[src/rtl/smg_pkg.sv]
// Shared constants and helpers for the multiplexed seven-segment scan driver.
package smg_pkg;

    // Active-high segment patterns, bit order {g,f,e,d,c,b,a}
    localparam logic [6:0] SEG_0 = 7'h3F;
    localparam logic [6:0] SEG_1 = 7'h06;
    localparam logic [6:0] SEG_2 = 7'h5B;
    localparam logic [6:0] SEG_3 = 7'h4F;
    localparam logic [6:0] SEG_4 = 7'h66;
    localparam logic [6:0] SEG_5 = 7'h6D;
    localparam logic [6:0] SEG_6 = 7'h7D;
    localparam logic [6:0] SEG_7 = 7'h07;
    localparam logic [6:0] SEG_8 = 7'h7F;
    localparam logic [6:0] SEG_9 = 7'h6F;
    localparam logic [6:0] SEG_A = 7'h77;
    localparam logic [6:0] SEG_B = 7'h7C;
    localparam logic [6:0] SEG_C = 7'h39;
    localparam logic [6:0] SEG_D = 7'h5E;
    localparam logic [6:0] SEG_E = 7'h79;
    localparam logic [6:0] SEG_F = 7'h71;

    // Bit positions within the 8-bit segment bus {dp,g,f,e,d,c,b,a}
    localparam int SEG_BUS_W  = 8;
    localparam int SEG_DP_BIT = 7;
    localparam int SEG_A_BIT  = 0;

    // Convert an active-high segment bus to pin polarity
    function automatic logic [SEG_BUS_W-1:0] apply_pol(input logic [SEG_BUS_W-1:0] v,
                                                        input logic act_low);
        return act_low ? ~v : v;
    endfunction

endpackage

[src/rtl/smg_hex_decoder.sv]
// Combinational hex nibble to active-high seven-segment pattern.
module smg_hex_decoder
    import smg_pkg::*;
(
    input  logic [3:0] i_nibble,
    output logic [6:0] o_seg
);

    // Nibble lookup into the shared segment table
    always_comb begin
        o_seg = SEG_0;
        case (i_nibble)
            4'h0: o_seg = SEG_0;
            4'h1: o_seg = SEG_1;
            4'h2: o_seg = SEG_2;
            4'h3: o_seg = SEG_3;
            4'h4: o_seg = SEG_4;
            4'h5: o_seg = SEG_5;
            4'h6: o_seg = SEG_6;
            4'h7: o_seg = SEG_7;
            4'h8: o_seg = SEG_8;
            4'h9: o_seg = SEG_9;
            4'hA: o_seg = SEG_A;
            4'hB: o_seg = SEG_B;
            4'hC: o_seg = SEG_C;
            4'hD: o_seg = SEG_D;
            4'hE: o_seg = SEG_E;
            4'hF: o_seg = SEG_F;
            default: o_seg = SEG_0;
        endcase
    end

endmodule

[src/rtl/smg_scan_multi.sv]
// Multiplexed N-digit seven-segment scan driver with dead time, PWM dimming,
// leading-zero blanking and per-frame input snapshot.
module smg_scan_multi
    import smg_pkg::*;
#(
    parameter int N_DIG       = 4,
    parameter int SCAN_CNT    = 50000,
    parameter int DEAD_CNT    = 500,
    parameter int BR_W        = 4,
    parameter int LZB_EN      = 1,
    parameter int SEG_ACT_LOW = 1,
    parameter int COL_ACT_LOW = 1
) (
    input  logic               CLK,
    input  logic               RSTn,
    input  logic               Enable,
    input  logic [4*N_DIG-1:0] Digit_Data,
    input  logic [N_DIG-1:0]   Dp_Mask,
    input  logic [N_DIG-1:0]   Blank_Mask,
    input  logic [BR_W-1:0]    Brightness,
    output logic [7:0]         Row_Scan_Sig,
    output logic [N_DIG-1:0]   Col_Scan_Sig,
    output logic               Frame_Sync
);

    localparam int SLOT_W = (SCAN_CNT > 1) ? $clog2(SCAN_CNT) : 1;
    localparam int DIG_W  = (N_DIG > 1) ? $clog2(N_DIG) : 1;

    logic [SLOT_W-1:0]    r_slot_cnt;
    logic [DIG_W-1:0]     r_dig_idx;
    logic [BR_W-1:0]      r_pwm_cnt;
    logic [4*N_DIG-1:0]   r_snap_data;
    logic [N_DIG-1:0]     r_snap_dp;
    logic [N_DIG-1:0]     r_snap_blank;
    logic [7:0]           r_row;
    logic [N_DIG-1:0]     r_col;
    logic                 r_fs;

    logic                 w_take;
    logic                 w_slot_last;
    logic                 w_dig_last;
    logic [4*N_DIG-1:0]   w_data;
    logic [N_DIG-1:0]     w_dp;
    logic [N_DIG-1:0]     w_blank_mask;
    logic [N_DIG-1:0]     w_lz;
    logic [3:0]           w_nib;
    logic [6:0]           w_dec;
    logic                 w_blank;
    logic                 w_active;
    logic [7:0]           w_seg_on;
    logic [N_DIG-1:0]     w_onehot;
    logic [N_DIG-1:0]     w_col_raw;
    logic [N_DIG-1:0]     w_col_next;
    logic [N_DIG-1:0]     w_col_idle;
    logic [7:0]           w_row_next;
    logic [7:0]           w_row_idle;

    assign w_take      = Enable && (r_slot_cnt == '0) && (r_dig_idx == '0);
    assign w_slot_last = (r_slot_cnt == SLOT_W'(SCAN_CNT - 1));
    assign w_dig_last  = (r_dig_idx == DIG_W'(N_DIG - 1));

    // The snapshot cycle already displays from the freshly latched values
    assign w_data       = w_take ? Digit_Data : r_snap_data;
    assign w_dp         = w_take ? Dp_Mask    : r_snap_dp;
    assign w_blank_mask = w_take ? Blank_Mask : r_snap_blank;

    assign w_nib = w_data[4*int'(r_dig_idx) +: 4];

    smg_hex_decoder u_dec (
        .i_nibble (w_nib),
        .o_seg    (w_dec)
    );

    // Leading-zero flags: digit i is leading-zero when it and all higher nibbles are zero
    always_comb begin
        logic z;
        w_lz = '0;
        z    = 1'b1;
        for (int i = N_DIG - 1; i >= 0; i--) begin
            z       = z & (w_data[4*i +: 4] == 4'd0);
            w_lz[i] = (LZB_EN != 0) && (i != 0) && z;
        end
    end

    assign w_blank  = w_blank_mask[r_dig_idx] | w_lz[r_dig_idx];
    assign w_active = Enable && (r_slot_cnt >= SLOT_W'(DEAD_CNT)) &&
                      (r_pwm_cnt < Brightness) && !w_blank;
    assign w_seg_on = {w_dp[r_dig_idx], w_dec};

    // One-hot digit select at the current scan index
    always_comb begin
        w_onehot            = '0;
        w_onehot[r_dig_idx] = 1'b1;
    end

    // Segments and selects go dark together so no digit ever shows a stale pattern
    assign w_col_raw  = w_active ? w_onehot : '0;
    assign w_col_next = (COL_ACT_LOW != 0) ? ~w_col_raw : w_col_raw;
    assign w_col_idle = (COL_ACT_LOW != 0) ? '1 : '0;
    assign w_row_next = apply_pol(w_active ? w_seg_on : 8'h00, SEG_ACT_LOW != 0);
    assign w_row_idle = apply_pol(8'h00, SEG_ACT_LOW != 0);

    // Slot, digit and PWM counters; all restart while disabled
    always_ff @(posedge CLK or negedge RSTn) begin
        if (!RSTn) begin
            r_slot_cnt <= '0;
            r_dig_idx  <= '0;
            r_pwm_cnt  <= '0;
        end else if (!Enable) begin
            r_slot_cnt <= '0;
            r_dig_idx  <= '0;
            r_pwm_cnt  <= '0;
        end else begin
            r_pwm_cnt <= r_pwm_cnt + 1'b1;
            if (w_slot_last) begin
                r_slot_cnt <= '0;
                r_dig_idx  <= w_dig_last ? '0 : r_dig_idx + 1'b1;
            end else begin
                r_slot_cnt <= r_slot_cnt + 1'b1;
            end
        end
    end

    // Frame snapshot of display inputs, taken at the start of the digit-0 slot
    always_ff @(posedge CLK or negedge RSTn) begin
        if (!RSTn) begin
            r_snap_data  <= '0;
            r_snap_dp    <= '0;
            r_snap_blank <= '0;
        end else if (!Enable) begin
            r_snap_data  <= '0;
            r_snap_dp    <= '0;
            r_snap_blank <= '0;
        end else if (w_take) begin
            r_snap_data  <= Digit_Data;
            r_snap_dp    <= Dp_Mask;
            r_snap_blank <= Blank_Mask;
        end
    end

    // Registered pin drivers
    always_ff @(posedge CLK or negedge RSTn) begin
        if (!RSTn) begin
            r_row <= w_row_idle;
            r_col <= w_col_idle;
            r_fs  <= 1'b0;
        end else begin
            r_row <= w_row_next;
            r_col <= w_col_next;
            r_fs  <= w_take;
        end
    end

    assign Row_Scan_Sig = r_row;
    assign Col_Scan_Sig = r_col;
    assign Frame_Sync   = r_fs;

endmodule

[config.mk]
export PLATFORM = sky130hd
export DESIGN_NAME = smg_scan_multi
export DESIGN_NICKNAME = d
export VERILOG_FILES = /design/src/rtl/smg_pkg.sv /design/src/rtl/smg_hex_decoder.sv /design/src/rtl/smg_scan_multi.sv
export SDC_FILE = /design/constraint.sdc
export NUM_CORES = 1
export LEC_CHECK = 0
export ABC_AREA = 1
export BUFFER_PORTS_ARGS = -buffer_cell sky130_fd_sc_hd__buf_2
export CAP_MARGIN = 10
export CORE_ASPECT_RATIO = 0.6
export CORE_MARGIN = 2
export CORE_UTILIZATION = 55
export CTS_BUF_LIST = sky130_fd_sc_hd__clkbuf_8 sky130_fd_sc_hd__clkbuf_16
export DETAILED_ROUTE_END_ITERATION = 16
export HOLD_SLACK_MARGIN = 0.06
export PLACE_DENSITY = 0.87
export SLEW_MARGIN = 20
export SYNTH_ARGS = -nofsm -noshare
export SYNTH_HDL_FRONTEND = slang
export SYNTH_HIERARCHICAL = 1
export SYNTH_SLANG_ARGS = --single-unit
[constraint.sdc]
create_clock -name CLK -period 5.28 [get_ports CLK]
set_input_delay 0.528 -clock CLK [delete_from_list [all_inputs] [get_ports CLK]]
set_output_delay 0.528 -clock CLK [all_outputs]
set_load 0.03 [all_outputs]
==> results.md <==
- The flip-flop and latch count after synthesis is 59.
- The TritonCTS clock tree is yes.
- The leakage power summed over all cells is 1.90 nW.
- For this run, the leading register cell type out of synthesis is sky130_fd_sc_hd__dfrtp_1.
- For this design the ratio of total power to cell area is 281 nW/um^2.
- The die covers 6900 sq um.
- For the final routed database, the setup TNS stands at 0 ns.
- The path type of the worst min-delay path is in2async.
- Port buffering added 43 buffers.
- Clock skew on the completed layout was measured at 0.00764 ns.
- The post-CTS setup repair buffer count is 0.
- The first global-routing pass estimated 12800 um of wire.
- The count of clock tree sinks is 59.
- The per-cell routed wire length is 13.8 um.
- The clock latency on the worst-skew pair is 0.35 ns.
- The number of antenna violations at the first check in global routing came to 0.
- Walking the worst path, the cells encountered are clkinv_1, ha_1, nand3_2, nor2_4, nand3_4, mux2i_1, nand2_1, nand2_1, o21bai_1, inv_1, ha_1, nand2_2, nand2_2, nor2_1, nor2_1, nand3_2.
- The number of endpoints with negative hold slack in the final report was 0.
- The synthesized netlist contains 41 unique library cells.
- The tool flagged a number of max-cap violations equal to 0.
- The via density per instance is 5.20.
- The largest delay contributor family on the critical path is simple AND/OR/NAND/NOR gates.
- Ranked by total cell area, the synthesized netlist is headed by sky130_fd_sc_hd__dfrtp_1, sky130_fd_sc_hd__nand2_1, sky130_fd_sc_hd__dfstp_2.
- The I/O pin count is 44.
- The DRC violation total after the first TritonRoute iteration is 307.
- Sequential elements use 43.5% of the synthesized area.
- The worst path in the final design needs a cycle of 3.65 ns, including I/O delays and setup.
- The critical path in this run is classified as reg2reg.
- The number of warnings printed during yosys synthesis is 6.
- For this run, the detailed router's first-pass iteration total came to 5.
- For the pin with the worst max-slew slack, the measured transition is 1.00 ns.
- The leading cell type by number of instances after synthesis is sky130_fd_sc_hd__nand2_1.
- When the netlist entered floorplanning its net count stood at 466.
- The root buffer cell is sky130_fd_sc_hd__clkbuf_8.
- The worst register-to-register path has a setup slack of 1.63 ns.
- Overall power consumption after layout is estimated at 1.08 mW.
- Across every metal layer, demand over resource in global routing totals 24.3%.
- Yosys mapped a number of flops with a built-in enable equal to 0.
- The final routed wirelength across all metal layers is 7580 um.
- The final number of setup-violating endpoints is 0.
- Synthesis produced 418 cells.
- The placer's final routability congestion estimate is 0.956.
- Setup repair after global routing left no endpoint under its margin.
- The largest total area in the synthesized netlist belongs to sky130_fd_sc_hd__dfrtp_1.
- After clock tree synthesis, the flow added hold-fix buffers numbering 0.
- The residual DRC count is 0.
- Based on the critical path, the design can be clocked at up to 0.274 GHz.
- Summed over all layers, the global routing overflow is 0.
- The count of nets left with antenna violations after detail routing is 0.
- In the synthesized netlist the async set-or-reset flop fraction comes to 100%.
- The number of global-route vias before repair was 2587.
- The cell area that synthesis handed to floorplanning was 3430 sq um.
- For the worst setup path, the data required time is 5.54 ns.
- The layout overhead on the synthesized area is 12.1%.
- Headroom to the max-slew limit came out at 33.2%.
- The flow ran to the end, and the final reports show no timing, DRC or antenna violations.
- The critical path startpoint category is a flip-flop.
- The commonest cells after synthesis are sky130_fd_sc_hd__nand2_1, sky130_fd_sc_hd__nor2_1, sky130_fd_sc_hd__inv_1.
- The number of antenna diodes in the final layout is 0.
- The number of nets in the layout is 507.
- The row count is 22.
- The total CTS buffers is 9.
- The H-tree was split into 3 levels.
- On the worst path, the slowest cell contributes a delay of 0.56 ns.
- The number of buffers on the longest clock path is 2.
- The worst ir drop on vdd is 0.152 mV.
- Cells with a size suffix above 1 make up 24.8% of the layout.
- The core region area is 6060 sq um.
- The die span in y is 65.2 um.
- The number of slew-limit violations in the final report is 0.
- The slowest stage of the critical path is the sky130_fd_sc_hd__dfrtp_1 cell.
- The maximum number of pins on one net before global-route repair is 60.
- The synthesized area per cell is 8.20 sq um.
- Clock-pin slew was measured on the worst setup and hold paths at 0.07 ns.
- The horizontal die dimension is 106 um.
- The worst setup path is captured at a flip-flop.
- The number of vias after detailed routing is 2850.
- Dividing the final minimum period by the clock period gives 69.1%.
- Summed over all nets, the half-perimeter wirelength after detailed placement is 5480 um.
- The number of cells upsized or downsized after cts is 0.
- The peak fanout along the critical path is 41.
- The starting density of the core is 56.6%.
- The share of the synthesized area in the top cell type is 34.3%.
- Counting both buffers and inverters, the worst setup path holds a total of 2.
- STA puts the critical path data arrival time at 3.91 ns.
-- state kept, by name, summed over array words and instances, names as in the netlist --
name          cells
r_slot_cnt       16
r_snap_data      16
Row_Scan_Sig      8
Col_Scan_Sig      4
r_pwm_cnt         4
r_snap_blank      4
r_snap_dp         4
r_dig_idx         2
Frame_Sync        1
-- report_power, final --
group	leakage, nW	internal (mW)	switching [mW]
sequential	0.767	0.470	0.00802
clock	0.0987	0.230	0.194
combinational	1.04	0.0582	0.121
-- layout make-up --
cell class | instances | area, sq um
tap | 84 | 105
fill | 499 | 2210
timing repair buffer | 44 | 223
clock inverter | 6 | 63.8
multi-input combinational | 284 | 1590
clock buffer | 10 | 138
inverter | 61 | 236
sequential | 59 | 1490
-- worst reg2reg max path, stage by stage (launching register included) --
cell	delay, ns
sky130_fd_sc_hd__dfrtp_1	0.56
sky130_fd_sc_hd__clkinv_1	0.36
sky130_fd_sc_hd__ha_1	0.36
sky130_fd_sc_hd__nand3_2	0.10
sky130_fd_sc_hd__nor2_4	0.06
sky130_fd_sc_hd__nand3_4	0.40
sky130_fd_sc_hd__mux2i_1	0.24
sky130_fd_sc_hd__nand2_1	0.11
sky130_fd_sc_hd__nand2_1	0.06
sky130_fd_sc_hd__o21bai_1	0.36
sky130_fd_sc_hd__inv_1	0.18
sky130_fd_sc_hd__ha_1	0.34
sky130_fd_sc_hd__nand2_2	0.06
sky130_fd_sc_hd__nand2_2	0.12
sky130_fd_sc_hd__nor2_1	0.04
sky130_fd_sc_hd__nor2_1	0.12
sky130_fd_sc_hd__nand3_2	0.08
-- cells by family after synthesis --
| logic type | synth area share, % |
|---|---|
| flops | 43.5 |
| xor+xnor | 1.28 |
| compound gates | 7.59 |
| mux | 0.876 |
| buf+inv | 10.3 |
| fa+ha+maj | 6.20 |
| simple gates | 30.3 |
-- cell usage in the layout (no fill, tap or decap), types with 2 or more instances in the layout --
cell / instances
sky130_fd_sc_hd__nor2_4: 3
sky130_fd_sc_hd__mux2i_1: 3
sky130_fd_sc_hd__dfrtp_1: 47
sky130_fd_sc_hd__nand3_1: 23
sky130_fd_sc_hd__nor3_1: 6
sky130_fd_sc_hd__nand2_2: 6
sky130_fd_sc_hd__clkbuf_8: 10
sky130_fd_sc_hd__xor2_1: 4
sky130_fd_sc_hd__o21a_1: 2
sky130_fd_sc_hd__buf_2: 43
sky130_fd_sc_hd__inv_2: 8
sky130_fd_sc_hd__a21oi_1: 11
sky130_fd_sc_hd__o21ai_1: 9
sky130_fd_sc_hd__nand4_1: 7
sky130_fd_sc_hd__dfstp_2: 12
sky130_fd_sc_hd__inv_1: 49
sky130_fd_sc_hd__clkinv_1: 2
sky130_fd_sc_hd__nand3_2: 15
sky130_fd_sc_hd__a21oi_2: 2
sky130_fd_sc_hd__a211oi_1: 5
sky130_fd_sc_hd__nand2_1: 90
sky130_fd_sc_hd__o211ai_1: 3
sky130_fd_sc_hd__inv_6: 2
sky130_fd_sc_hd__nor2_1: 59
sky130_fd_sc_hd__ha_1: 17
sky130_fd_sc_hd__nor2_2: 4
sky130_fd_sc_hd__o21ai_0: 4
sky130_fd_sc_hd__clkinv_2: 2
sky130_fd_sc_hd__clkinvlp_4: 2
-- metrics by stage --
step | worst slack, ns | hold WS (ns) | cell area, sq um | instances | utilization (%)
5_1_grt | 1.32 | 0.375 | 3840 | 548 | 63.5
4_1_cts | 1.74 | 0.347 | 3840 | 548 | 63.5
3_3_place_gp | 2.02 | 0.474 | 3640 | 532 | 60.1
2_1_floorplan | 2.28 | 0.232 | 3430 | 418 | -
3_5_place_dp | 1.81 | 0.479 | 3640 | 532 | 60.1
6_report | 1.63 | 0.314 | 3840 | 548 | 63.5
-- metal layers --
metal / wire, um / vias to the layer above / global-route usage, % / share of wire [%]
met1: 3790 / 1320 / 35.9 / 50
met2: 3080 / 109 / 34.4 / 41
li1: - / 1404 / - / -
met4: 125 / 0 / 6.25 / 1.6
met5: 0 / - / 0 / 0
met3: 583 / 17 / 8.23 / 7.7
-- path summary, 6_finish.rpt --
kind	cells after the start	startpoint	endpoint
max in group asynchronous	2	RSTn	r_slot_cnt[14]$_DFF_PN0_
worst max-delay path	16	r_dig_idx[0]$_DFFE_PN0P_	Row_Scan_Sig[3]$_DFF_PN1_
worst min-delay path	2	RSTn	r_slot_cnt[5]$_DFF_PN0_
worst min register to register	1	r_slot_cnt[0]$_DFF_PN0_	r_slot_cnt[0]$_DFF_PN0_
worst max register to register	16	r_dig_idx[0]$_DFFE_PN0P_	Row_Scan_Sig[3]$_DFF_PN1_
min in group CLK	3	Blank_Mask[1]	r_snap_blank[1]$_DFF_PN0_
Note: power is estimated with default switching activity, not from simulation.
